**config.mk**
```make
export PLATFORM = sky130hd
export DESIGN_NAME = hazard_fwd_ctrl
export DESIGN_NICKNAME = d
export VERILOG_FILES = /design/src/rtl/hazard_fwd_ctrl_pkg.sv /design/src/rtl/hazard_fwd_ctrl_fwd_sel.sv /design/src/rtl/hazard_fwd_ctrl.sv
export SDC_FILE = /design/constraint.sdc
export NUM_CORES = 1
export LEC_CHECK = 0
export ABC_AREA = 1
export BUFFER_PORTS_ARGS = -buffer_cell sky130_fd_sc_hd__buf_2
export CORE_ASPECT_RATIO = 0.5
export CORE_UTILIZATION = 43
export DETAILED_ROUTE_END_ITERATION = 8
export PLACE_DENSITY = 0.84
export SLEW_MARGIN = 15
export SYNTH_ARGS = -nofsm -noshare
export SYNTH_HDL_FRONTEND = slang
export SYNTH_HIERARCHICAL = 1
export SYNTH_SLANG_ARGS = --single-unit
```
**constraint.sdc**
```tcl
create_clock -name clk -period 1.7 [get_ports clk]
set_input_delay 0.34 -clock clk [delete_from_list [all_inputs] [get_ports clk]]
set_output_delay 0.34 -clock clk [all_outputs]
set_load 0.01 [all_outputs]
```
**src/rtl/hazard_fwd_ctrl_pkg.sv**
```systemverilog
// hazard_fwd_ctrl_pkg
// Shared definitions for the hazard/forwarding controller: controller state
// encoding, operand-mux select codes and the hard-wired zero register index.
package hazard_fwd_ctrl_pkg;

  typedef enum logic [1:0] {
    RUN       = 2'd0,
    LU_STALL  = 2'd1,
    BR_FLUSH  = 2'd2,
    RAW_STALL = 2'd3
  } state_t;

  // Operand mux selects
  localparam logic [1:0] FWD_REG = 2'b00;  // ID/EX register value
  localparam logic [1:0] FWD_WB  = 2'b01;  // WB result
  localparam logic [1:0] FWD_MEM = 2'b10;  // EX/MEM ALU result

  // Register x0 is hard-wired to zero: it never forwards nor stalls
  localparam int unsigned X0_IDX = 0;

endpackage

```
**src/rtl/hazard_fwd_ctrl_fwd_sel.sv**
```systemverilog
// fwd_sel
// Forwarding select for one EX operand. The youngest producer (MEM) wins over
// WB; a match on x0 never forwards.
// Ports:
//   rs_ex        - source index of the operand in EX
//   rd_mem/rd_wb - destination indices in MEM / WB
//   regwrite_mem/regwrite_wb - write enables in MEM / WB
//   sel          - FWD_REG / FWD_WB / FWD_MEM
module fwd_sel
  import hazard_fwd_ctrl_pkg::*;
#(
  parameter int unsigned REG_ADDR_W = 5
) (
  input  logic [REG_ADDR_W-1:0] rs_ex,
  input  logic [REG_ADDR_W-1:0] rd_mem,
  input  logic [REG_ADDR_W-1:0] rd_wb,
  input  logic                  regwrite_mem,
  input  logic                  regwrite_wb,
  output logic [1:0]            sel
);

  always_comb begin
    sel = FWD_REG;
    if (regwrite_mem && (rd_mem != REG_ADDR_W'(X0_IDX)) && (rd_mem == rs_ex))
      sel = FWD_MEM;
    else if (regwrite_wb && (rd_wb != REG_ADDR_W'(X0_IDX)) && (rd_wb == rs_ex))
      sel = FWD_WB;
  end

endmodule

```
**src/rtl/hazard_fwd_ctrl.sv**
```systemverilog
// hazard_fwd_ctrl
// Hazard detection and forwarding control for a 5-stage in-order pipeline.
// Configuration macro: HAZARD_FWD_CTRL_FWD_EN
//   defined   - EX operands forwarded from MEM/WB; only load-use stalls (1 bubble)
//   undefined - no forwarding (selects tied to 00); RAW hazards stall until the
//               producer reaches WB (2 cycles from EX, 1 cycle from MEM)
// Ports:
//   clk, reset (async, active-high)
//   rs1_id/rs2_id, rs1_ex/rs2_ex, rd_ex/rd_mem/rd_wb - register indices
//   regwrite_ex/mem/wb, memread_ex, branch_taken_ex  - stage control flags
//   forward_a/forward_b - operand mux selects
//   stall_if/stall_id/flush_id/flush_ex - pipeline hold/bubble controls
//   stall_count - saturating count of stalled cycles
module hazard_fwd_ctrl
  import hazard_fwd_ctrl_pkg::*;
#(
  parameter int unsigned REG_ADDR_W = 5,
  parameter int unsigned CNT_W      = 16
) (
  input  logic                  clk,
  input  logic                  reset,
  input  logic [REG_ADDR_W-1:0] rs1_id,
  input  logic [REG_ADDR_W-1:0] rs2_id,
  input  logic [REG_ADDR_W-1:0] rs1_ex,
  input  logic [REG_ADDR_W-1:0] rs2_ex,
  input  logic [REG_ADDR_W-1:0] rd_ex,
  input  logic [REG_ADDR_W-1:0] rd_mem,
  input  logic [REG_ADDR_W-1:0] rd_wb,
  input  logic                  regwrite_ex,
  input  logic                  regwrite_mem,
  input  logic                  regwrite_wb,
  input  logic                  memread_ex,
  input  logic                  branch_taken_ex,
  output logic [1:0]            forward_a,
  output logic [1:0]            forward_b,
  output logic                  stall_if,
  output logic                  stall_id,
  output logic                  flush_id,
  output logic                  flush_ex,
  output logic [CNT_W-1:0]      stall_count
);

  state_t           r_state;
  state_t           w_next;
  logic [CNT_W-1:0] r_count;
  logic             w_stall;
  logic             w_flush_id;
  logic             w_flush_ex;
  logic             w_unused;

  // Does the given producer index feed a source of the instruction in ID?
  function automatic logic id_reads(input logic [REG_ADDR_W-1:0] rd);
    return (rd != REG_ADDR_W'(X0_IDX)) && ((rd == rs1_id) || (rd == rs2_id));
  endfunction

`ifdef HAZARD_FWD_CTRL_FWD_EN
  logic [1:0] w_fwd_a;
  logic [1:0] w_fwd_b;
  logic       w_lu_hz;

  fwd_sel #(.REG_ADDR_W(REG_ADDR_W)) u_fwd_a (
    .rs_ex(rs1_ex), .rd_mem(rd_mem), .rd_wb(rd_wb),
    .regwrite_mem(regwrite_mem), .regwrite_wb(regwrite_wb), .sel(w_fwd_a)
  );
  fwd_sel #(.REG_ADDR_W(REG_ADDR_W)) u_fwd_b (
    .rs_ex(rs2_ex), .rd_mem(rd_mem), .rd_wb(rd_wb),
    .regwrite_mem(regwrite_mem), .regwrite_wb(regwrite_wb), .sel(w_fwd_b)
  );

  assign w_lu_hz   = memread_ex && id_reads(rd_ex);
  assign forward_a = reset ? FWD_REG : w_fwd_a;
  assign forward_b = reset ? FWD_REG : w_fwd_b;
  assign w_unused  = regwrite_ex;
`else
  logic w_ex_hz;
  logic w_mem_hz;

  // A load also writes its rd, so it counts as an EX producer here
  assign w_ex_hz   = (regwrite_ex || memread_ex) && id_reads(rd_ex);
  assign w_mem_hz  = regwrite_mem && id_reads(rd_mem);
  assign forward_a = FWD_REG;
  assign forward_b = FWD_REG;
  assign w_unused  = ^{rs1_ex, rs2_ex, rd_wb, regwrite_wb};
`endif

  // BR_FLUSH and RAW_STALL follow a bubble injected into EX, so ID/EX inputs
  // are not evaluated in those states.
  always_comb begin
    w_stall    = 1'b0;
    w_flush_id = 1'b0;
    w_flush_ex = 1'b0;
    w_next     = RUN;
    case (r_state)
      BR_FLUSH: begin
        w_flush_id = 1'b1;
      end
      RAW_STALL: begin
        w_stall    = 1'b1;
        w_flush_ex = 1'b1;
      end
      default: begin
        if (branch_taken_ex) begin
          w_flush_id = 1'b1;
          w_flush_ex = 1'b1;
          w_next     = BR_FLUSH;
        end
`ifdef HAZARD_FWD_CTRL_FWD_EN
        else if (w_lu_hz) begin
          w_stall    = 1'b1;
          w_flush_ex = 1'b1;
          w_next     = (r_state == RUN) ? LU_STALL : RUN;
        end
`else
        else if (w_ex_hz) begin
          w_stall    = 1'b1;
          w_flush_ex = 1'b1;
          w_next     = RAW_STALL;
        end else if (w_mem_hz) begin
          w_stall    = 1'b1;
          w_flush_ex = 1'b1;
        end
`endif
      end
    endcase
  end

  always_ff @(posedge clk or posedge reset) begin
    if (reset) begin
      r_state <= RUN;
      r_count <= '0;
    end else begin
      r_state <= w_next;
      if (w_stall && (r_count != '1))
        r_count <= r_count + CNT_W'(1);
    end
  end

  // Gate with reset so input matches cannot leak through while in reset
  assign stall_if    = w_stall & ~reset;
  assign stall_id    = w_stall & ~reset;
  assign flush_id    = w_flush_id & ~reset;
  assign flush_ex    = w_flush_ex & ~reset;
  assign stall_count = r_count;

endmodule
```
# Word level (Yosys, flattened, before mapping)
# Index checks and enable logic that the tools add are counted.
# classes
reduce_logical	11
muxes	11
addsub	1
bitwise	4
n_eq_ne	7
# ops
op	n
== test 5 bit	4
adder 16 x 1 -> 16 bit, second input constant	1
!= test 16 bit, second input constant	1
nonzero test 5 bit	2
2-to-1 mux 2 bit	3
one-hot mux 1 bit (2 select lines)	3
logical AND 1 bit	5
2-to-1 mux 1 bit	5
== test 2 bit, second input constant	2
bitwise AND 1 bit	3
logical OR 1 bit	3
OR reduction 2 bit	1
NOT 1 bit	1
# totals
input_bits	42
output_inout_bits	24
word_cells	36
reg_bits	18

# Depth between registers and ports, before layout
# Gate-level depths: netlist of the first run.
# depth
word_depth	9
mapped_depth	14
depth_no_buf	13

# Worst setup path before layout of the first run
# Ideal clock, no wire load.
# synth_path
path_type	register to register
start	register r_count[0], in the netlist stall_count[0]
end	register r_count[7], in the netlist stall_count[7]
period_less_slack_ns	1.731
t_arrival_ns	1.614
slack_ns	-0.031
path_stages_with_launch	10
path_buffers	1
t_required_ns	1.583
setup_time_ns	0.117
cell_sequence	dfrtp_1 > ha_1 > nand3_2 > nor2_4 > nand4_1 > nor4_2 > inv_2 > buf_2 > nand3_1 > nand2_1
# synth_between
elab_chain_cells	2
elab_cells_between_ends	3
cone_classes	add/sub (1); eq/ne (1); reduce/logical (1)
# synth_rtl
element	line_no	rtl
from (decl)	hazard_fwd_ctrl.sv:45	logic [CNT_W-1:0] r_count;
from (signal assigned)	hazard_fwd_ctrl.sv:134	r_count <= r_count + CNT_W'(1);
branches (longest 2 deep; another with adder 16 x 1 -> 16 bit)	--	
# Several ways; the timed one is not identified.
# A chain may end at the register's enable or synchronous reset.

# Worst setup path in the final report of the first run
# layout_path
start	input port rd_ex[2]
end	output port flush_ex
# layout_between
elab_chain_cells	8
elab_cells_between_ends	10
cone_classes	eq/ne (2); mux (3); bitwise (1); reduce/logical (4)
# layout_rtl
element	line_no	rtl
from (decl)	hazard_fwd_ctrl.sv:26	input logic [REG_ADDR_W-1:0] rd_ex,
== test 5 bit	hazard_fwd_ctrl.sv:53	return (rd != REG_ADDR_W'(X0_IDX)) && ((rd == rs1_id) || (rd == rs2_id));
logical OR 1 bit	hazard_fwd_ctrl.sv:53	
logical AND 1 bit *	hazard_fwd_ctrl.sv:53	
logical AND 1 bit *	hazard_fwd_ctrl.sv:79	assign w_ex_hz = (regwrite_ex || memread_ex) && id_reads(rd_ex);
2-to-1 mux 1 bit *	hazard_fwd_ctrl.sv:114	else if (w_ex_hz) begin
2-to-1 mux 1 bit *	hazard_fwd_ctrl.sv:102	if (branch_taken_ex) begin
one-hot mux 1 bit (2 select lines) *	hazard_fwd_ctrl.sv:93	case (r_state)
bitwise AND 1 bit *	hazard_fwd_ctrl.sv:142	assign flush_ex = w_flush_ex & ~reset;
to (decl)	hazard_fwd_ctrl.sv:39	output logic flush_ex,
# Mark *: on every way between the ends. The rest lies on a longest branch, timed or not.

==> metrics, run 1 <==
synth warn 6; Pwr Density ~570 mW/mm^2; overall routed net length between 4000 and 5000 um; Layout fillers approximately 250; DR WL/cell between 10 and 15 um; core box area approximately 0.0032 mm^2; WP data arrival between 1 and 1.5 ns; routability cong. about 0.86; synthesized area per cell ~6.3 um^2; Via Count around 1800; Worst R2R Setup Slack -0.04 ns; Initial DRC Count approximately 140; Final Max Slew Viols 0; FP Rows 14; FF-to-FF End stall_count[7]; DP Wirelength between 2000 and 3000 um; Synth area leaders dfrtp_1 30%, nand2_1 24%, nand3_1 8.6%; Adder-Cell Fraction of Synth Area 0.828%; placed insts 342; Die Footprint 0.00377 mm^2; register area share after synthesis a little under 30%; share of layout cells above drive strength 1 40.0%; fin nets around 350; reg2reg path depth 9; crit start category input port; All-Layer GR Usage between 20% and 30%; number of global-route vias before repair between 1500 and 2000; Post-Place Setup Slack -0.0673 ns; main combinational cell family by area after synthesis simple AND/OR/NAND/NOR gates; number of setup violations in the final report 9; Simple-Gate Fraction of Synth Area ~44%; final std cells w/o fill between 300 and 400; total inserted antenna cells 0; largest area contributor in the netlist dfrtp_1; largest net degree at the start of global routing 19; EDFF count, synth 0; CTS Buf Count 3; Post-synth ARST share 100%; grt ovf 0; synth unique cells 23; Gate Count Post-Synth between 200 and 250; clk_lat worst skew about 0.26 ns; Initial Util ~48%; commonest cells after routing, fill and taps aside 87 x nand2_1, 33 x buf_2, 23 x buf_4, 21 x inv_1, 18 x dfrtp_1; post-synthesis mux area share 0%; global-route wire length before repair about 6200 um; status finished with violations; CP Class in2out; worst reg2reg startpoint stall_count[0]; Final min period between 1.5 and 2 ns; I/O Pins 66; CTS tree built; Crit Path Max Fanout 4; Synth-to-Final Area Change 49.0%; vias per inst about 4.9; initial antenna violation count 0; Synth Area in Compound Gates 2.15%; fin crit share 103%; drt pass-1 iters 4; Sink Count 18; DRC viols 0; worst hold path class in2async; Hold-fix buffers, CTS 0; clk_skew 0.000979 ns; I/O Buffers between 40 and 50; maximum clock rate between 0.5 and 0.6 GHz; Required @ worst endpoint about 1.4 ns; Hold Fails Final Rpt 0; area of the mapped netlist approximately 0.0015 mm^2; H-tree depth reported by CTS 1; MaxCap Viol Count 0; post-placement cell area roughly 0.0019 mm^2; Synth top area share between 20 and 30%; Longest Clk Path Bufs 2; Synth Area in XOR/XNOR approximately a tenth; Synth Register Bits 18; design area around 0.0023 mm^2; clock-pin slew on the worst setup and hold paths roughly 0.07 ns; leading cell type in the layout, fill and taps excluded nand2_1; Clk Tree Root Cell clkbuf_8; Die X roughly 86 um; RSZ-0062 raised after global routing yes; kind of end point of the critical path output port; failing checks negative setup slack; Die Height roughly 44 um; final antenna-violating net count 0; ys flop type dfrtp_1; Leak 1.24 nW; maximum VDD drop 0.362 mV; final worst setup slack -0.0473 ns; Total Power around 0.0013 W
[how the worst max path moves through the flow]
stage                              start              to  depth (start not counted)
after floorplan           stall_count[0]  stall_count[9]                         10
after global placement          rd_ex[2]        flush_ex                         10
after detailed placement        rd_ex[1]        stall_if                         12
after CTS                      rs2_id[0]        flush_ex                         10
after global routing            rd_ex[2]        flush_ex                         10
final                           rd_ex[2]        flush_ex                         10
[per-layer routing]
metal  track usage, %  wire [um]
met1             22.7       1860
met2             42.4       2300
met3             5.52        236
met4             8.33         74
met5                0          0
[report_power, final]
group | internal (W) | switching (W)
combinational | 0.000204 | 0.000232
sequential | 0.000462 | 0.0000344
clock | 0.000206 | 0.000153
[layout make-up]
class,instances,area [um^2],area share [%]
sequential,18,450,20.0
clock buffer,4,55.1,2.44
inverter,32,123,5.44
multi-input combinational,186,1050,46.7
tap,48,60.1,2.67
timing repair buffer,70,512,22.7
[critical path: stages]
cell	delay, ns
buf_8	0.11
nor3_4	0.19
nand3_2	0.11
o21ai_2	0.07
inv_1	0.06
nand2_2	0.08
nand2_2	0.07
o21bai_1	0.15
a21oi_1	0.09
buf_2	0.14
[synthesized netlist by cell type, types with 2 or more instances]
library cell	instances
nand3_1	26
a21oi_1	3
o21ai_0	2
dfrtp_1	18
nor3_1	8
inv_1	31
nand2_1	97
buf_4	5
xor2_1	10
nor2_1	19
buf_6	2
xnor2_1	8
nand4_1	2
[cell families (layout without fill, tap and decap cells)]
logic type,Yosys count,count (layout)
buffers and inverters,40,106
xor gates and xnor gates,18,18
other,1,4
DFF,18,18
adders and majority gates,1,1
AOI/OAI and AO/OA,6,6
and+or+nand+nor,157,157
[flip-flops by register name, indices dropped and copies added, names as in the netlist]
signal	count
stall_count	16
r_state	2
[stage by stage]
step	TNS, ns	hold slack (ns)	utilization (%)
2_1_floorplan	0	0.287	-
3_3_place_gp	-0.0316	0.407	58.5
3_5_place_dp	-0.192	0.426	58.5
4_1_cts	-0.0902	0.158	63.4
5_1_grt	-1.96	0.168	71.0
6_report	-0.165	0.149	71.0
[what timing repair did]
item | in CTS | in global routing
cloned | 0 | 0
endpoints found under the setup margin | 18 | 20
pin swaps | 10 | 45
buffers inserted | 9 | 4
gates resized for setup | 10 | 62
Note: power is estimated with default switching activity, not from simulation.
==> run 2, diff against run 1 <==
--- a/config.mk
+++ b/config.mk
@@ -11,6 +11,7 @@
 export CORE_UTILIZATION = 43
 export DETAILED_ROUTE_END_ITERATION = 8
 export PLACE_DENSITY = 0.84
+export SETUP_SLACK_MARGIN = 0.4
 export SLEW_MARGIN = 15
 export SYNTH_ARGS = -nofsm -noshare
 export SYNTH_HDL_FRONTEND = slang
==> metrics, run 2 (synthesis results as in run 1) <==
FP Rows 14; I/O Buffers 45; worst hold slack roughly 0.17 ns; Die Footprint about 0.0038 mm^2; DRC viols 0; drt pass-1 iters 4; MaxCap Viol Count 0; DP Wirelength roughly 2900 um; largest net degree at the start of global routing 19; max FFs per register 16; clk_lat worst skew between 0.2 and 0.3 ns; worst hold path class in2async; Clk Tree Root Cell clkbuf_8; routability cong. about 0.88; CTS tree built; number of global-route vias before repair 1584; Initial DRC Count roughly 110; total inserted antenna cells 0; I/O Pins 66; Leak ~1.3 nW; Pwr Density between 600 and 700 mW/mm^2; crit start category input port; Initial Util 47.7%; FF-to-FF End stall_count[10]; Via Count 1849; Final Max Slew Viols 0; kind of end point of the critical path output port; clock-pin slew on the worst setup and hold paths ~0.08 ns; Layout fillers between 200 and 250; grt ovf 0; Required @ worst endpoint approximately 1.4 ns; clk_skew 0.00258 ns; top sig layer met4; final worst setup slack -0.0336 ns; share of layout cells above drive strength 1 46.0%; CP Class in2out; final antenna-violating net count 0; overall routed net length approximately 4700 um; WP data arrival between 1 and 1.5 ns; global-route wire length before repair 7000 um; reg2reg path depth 9; leading cell type in the layout, fill and taps excluded nand2_1; Sink Count 18; initial antenna violation count 0; Hold Fails Final Rpt 0; maximum VDD drop between 0.4 and 0.5 mV; All-Layer GR Usage 24.3%; H-tree depth reported by CTS 1; metal2 WL between 2000 and 2500 um; worst reg2reg startpoint stall_count[1]; Worst R2R Setup Slack roughly 0.040 ns; met3 wire length between 300 and 400 um; Longest Clk Path Bufs 2; vias per inst a little over 5; status finished with violations; RSZ-0062 raised after global routing yes; largest stage delay on the critical path around 0.17 ns; wl on met1 between 1500 and 2000 um; fin nets about 350; Synth-to-Final Area Change 61.6%; Die Height about 44 um; worst path cell trace buf_4 -> inv_1 -> nand2_1 -> nand2_2 -> nor2_2 -> nand3_1 -> nand2_1 -> nand2_2 -> nand2_4 -> nand2_4 -> a21oi_4 -> buf_6; fin crit share 102%; commonest cells after routing, fill and taps aside 79 x nand2_1, 26 x buf_6, 25 x buf_2, 21 x inv_1; slowest CP cell a21oi_4; failing checks negative setup slack; Final min period ~1.7 ns; DR WL/cell ~13 um; Post-Place Setup Slack -0.117 ns; CTS Buf Count 3; number of setup violations in the final report 2; Die X approximately 86 um; Crit Path Max Fanout 3; maximum clock rate ~0.58 GHz; core box area approximately 0.0032 mm^2
## run 2: timing repair
action,4_1_cts,5_1_grt
hold endpoints to repair,0,0
hold buffers,0,0
gates cloned,1,0
pin swaps,44,26
endpoints found under the setup margin,21,26
buffers inserted,7,1
resized for setup,43,60
## run 2: cell type report
class / count / area (um^2) / area share, %
inverter: 32 / 126 / 5.17
sequential: 18 / 453 / 18.5
clock buffer: 4 / 55.1 / 2.25
timing repair buffer: 69 / 601 / 24.6
tap: 48 / 60.1 / 2.46
multi-input combinational: 186 / 1150 / 47.0
## run 2: report_power, final
group          switching (W)  internal, W
clock network       0.000169     0.000207
registers          0.0000512     0.000464
logic               0.000272     0.000316
total               0.000492     0.000986
## run 2: critical path: cells and delay by family
family,cells,cell delay [ns]
simple gates,8,0.61
buf+inv,3,0.27
compound gates,1,0.17
## run 2: worst max-delay path by stage
stage / startpoint / endpoint / slack, ns / cells after the start
after global routing: rs1_id[0] / stall_id / -0.18 / 12
final: rs2_id[2] / stall_id / -0.03 / 12
after floorplan: stall_count[0] / stall_count[9] / 0.01 / 10
after CTS: rs2_id[0] / flush_ex / -0.06 / 10
after detailed placement: rd_ex[2] / flush_ex / -0.12 / 10
after global placement: rd_ex[2] / flush_ex / -0.06 / 10
## run 2: metal layers
| layer | up-vias | global-route usage, % |
|---|---|---|
| met5 | - | 0 |
| met4 | 0 | 8.00 |
| li1 | 875 | - |
| met2 | 98 | 45.0 |
| met3 | 24 | 4.95 |
| met1 | 852 | 28.9 |
## run 2: through the flow
step | instance area, um^2 | TNS [ns] | total power (W) | std cells | util (%)
after floorplan | 1570 | 0 | 0.000700 | 244 | -
final | 2440 | -0.0662 | 0.00148 | 357 | 77.0
after global placement | 1900 | -0.119 | 0.000859 | 344 | 60.0
after detailed placement | 1900 | -0.499 | 0.000876 | 344 | 60.0
after CTS | 2240 | -0.136 | 0.00139 | 356 | 70.5
after global routing | 2440 | -0.648 | 0.00155 | 357 | 77.0
==> run 3, diff against run 2 <==
--- a/config.mk
+++ b/config.mk
@@ -10,7 +10,7 @@
 export CORE_ASPECT_RATIO = 0.5
 export CORE_UTILIZATION = 43
 export DETAILED_ROUTE_END_ITERATION = 8
-export PLACE_DENSITY = 0.84
+export PLACE_DENSITY = 0.76
 export SETUP_SLACK_MARGIN = 0.4
 export SLEW_MARGIN = 15
 export SYNTH_ARGS = -nofsm -noshare
==> metrics, run 3 (synthesis results as in run 1) <==
clk_lat worst skew roughly 0.26 ns; Hold-fix buffers, CTS 0; status finished with violations; worst hold path class in2async; slowest CP cell a21oi_4; number of setup violations in the final report 2; design area 0.00233 mm^2; Die Height 43.9 um; Die X approximately 86 um; overall routed net length 4340 um; max FFs per register 16; Crit Path Max Fanout 4; H-tree depth reported by CTS 1; CTS tree built; maximum VDD drop approximately 0.33 mV; Pwr Density ~570 mW/mm^2; commonest cells after routing, fill and taps aside 84 x nand2_1, 28 x buf_2, 21 x buf_4, 18 x inv_1, 17 x buf_6; Clk Tree Root Cell clkbuf_8; maximum clock rate between 0.5 and 0.6 GHz; Required @ worst endpoint 1.36 ns; routability cong. ~0.9; share of layout cells above drive strength 1 43.0%; global-route wire length before repair 6310 um; Initial DRC Count between 80 and 90; Sink Count 18; DRC viols 0; clock-pin slew on the worst setup and hold paths 0.07 ns; I/O Pins 66; Post-Place Setup Slack -0.0655 ns; core box area 0.00317 mm^2; total inserted antenna cells 0; vias per inst 4.92; clk_skew approximately 0.0019 ns; leading cell type in the layout, fill and taps excluded nand2_1; WP data arrival between 1 and 1.5 ns; Worst R2R Setup Slack 0.05 ns; Leak around 1.3 nW; CP Class in2out; Synth-to-Final Area Change 54.5%; All-Layer GR Usage between 20 and 25%; grt ovf 0; fin nets 353; Hold Fails Final Rpt 0; Crit path top cell by count nand2_1; largest stage delay on the critical path around 0.18 ns; Final Max Slew Viols 0; largest net degree at the start of global routing 19; worst path cell trace buf_2 -> inv_1 -> nand2_1 -> nand2_1 -> nor2_2 -> nand3_1 -> nand2_1 -> nand2_2 -> nand2_4 -> nand2_4 -> a21oi_4 -> buf_6; Final min period approximately 1.7 ns; I/O Buffers 45; CTS Buf Count 3; fin crit share 102%; number of global-route vias before repair 1546; final worst setup slack -0.0316 ns; Via Count between 1500 and 2000; Longest Clk Path Bufs 2; failing checks negative setup slack; FP Rows 14; Die Footprint 0.00377 mm^2; post-placement cell area around 0.0019 mm^2; kind of end point of the critical path output port; final antenna-violating net count 0; initial antenna violation count 0; drt pass-1 iters 4; DR WL/cell approximately 12 um; crit start category input port; RSZ-0062 raised after global routing yes; MaxCap Viol Count 0; Initial Util roughly 48%; Setup TNS Final -0.0571 ns; DP Wirelength 2710 um
## run 3: layer usage
layer  part of all wire (%)  up-vias  wire (um)  GRT usage (%)
met4                   0.97        0         42           5.00
li1                       -      868          -              -
met2                     54       54       2340           42.7
met1                     41      832       1780           24.2
met3                    4.0        4        172           4.00
met5                      0        -          0              0
## run 3: worst paths after layout
check	from	to	depth (start not counted)
max	rd_mem[4]	stall_id	12
min	reset	stall_count[12]	3
max reg2reg	stall_count[0]	stall_count[4]	9
min reg2reg	stall_count[15]	stall_count[15]	2
max in group asynchronous	reset	stall_count[2]	3
min in group clk	branch_taken_ex	r_state[0]	2
## run 3: timing repair
action	4_1_cts	5_1_grt
pin swaps	38	28
gates cloned	0	1
setup endpoints to repair	20	23
resized for setup	36	46
buffers inserted	3	5
## run 3: where the power goes
group	leakage [nW]	internal (W)	switching [W]	total (W)
Clock	0.0288	0.000206	0.000155	0.000361
Sequential	0.244	0.000464	0.0000377	0.000502
Combinational	0.983	0.000223	0.000238	0.000461
Total	1.26	0.000893	0.000430	0.00132
## run 3: area by class of cell
type / count / area, um^2
sequential: 18 / 453
inverter: 32 / 126
timing repair buffer: 69 / 549
clock buffer: 4 / 55.1
tap: 48 / 60.1
fill: 224 / 836
multi-input combinational: 186 / 1090
## run 3: per-stage QoR
step           utilization [%]  hold slack (ns)  power (W)  std cells
5_1_grt                   73.6            0.194    0.00138        357
2_1_floorplan                -            0.184   0.000700        244
6_report                  73.6            0.171    0.00132        357
3_3_place_gp              60.0            0.441   0.000852        344
4_1_cts                   67.1            0.174    0.00126        351
3_5_place_dp              60.0            0.449   0.000860        344
## run 3: worst max-delay path, delay by kind of cell
family	cells	cell delay, ns
AO/OA/AOI/OAI	1	0.18
buffers and inverters	3	0.30
AND/OR/NAND/NOR	8	0.57
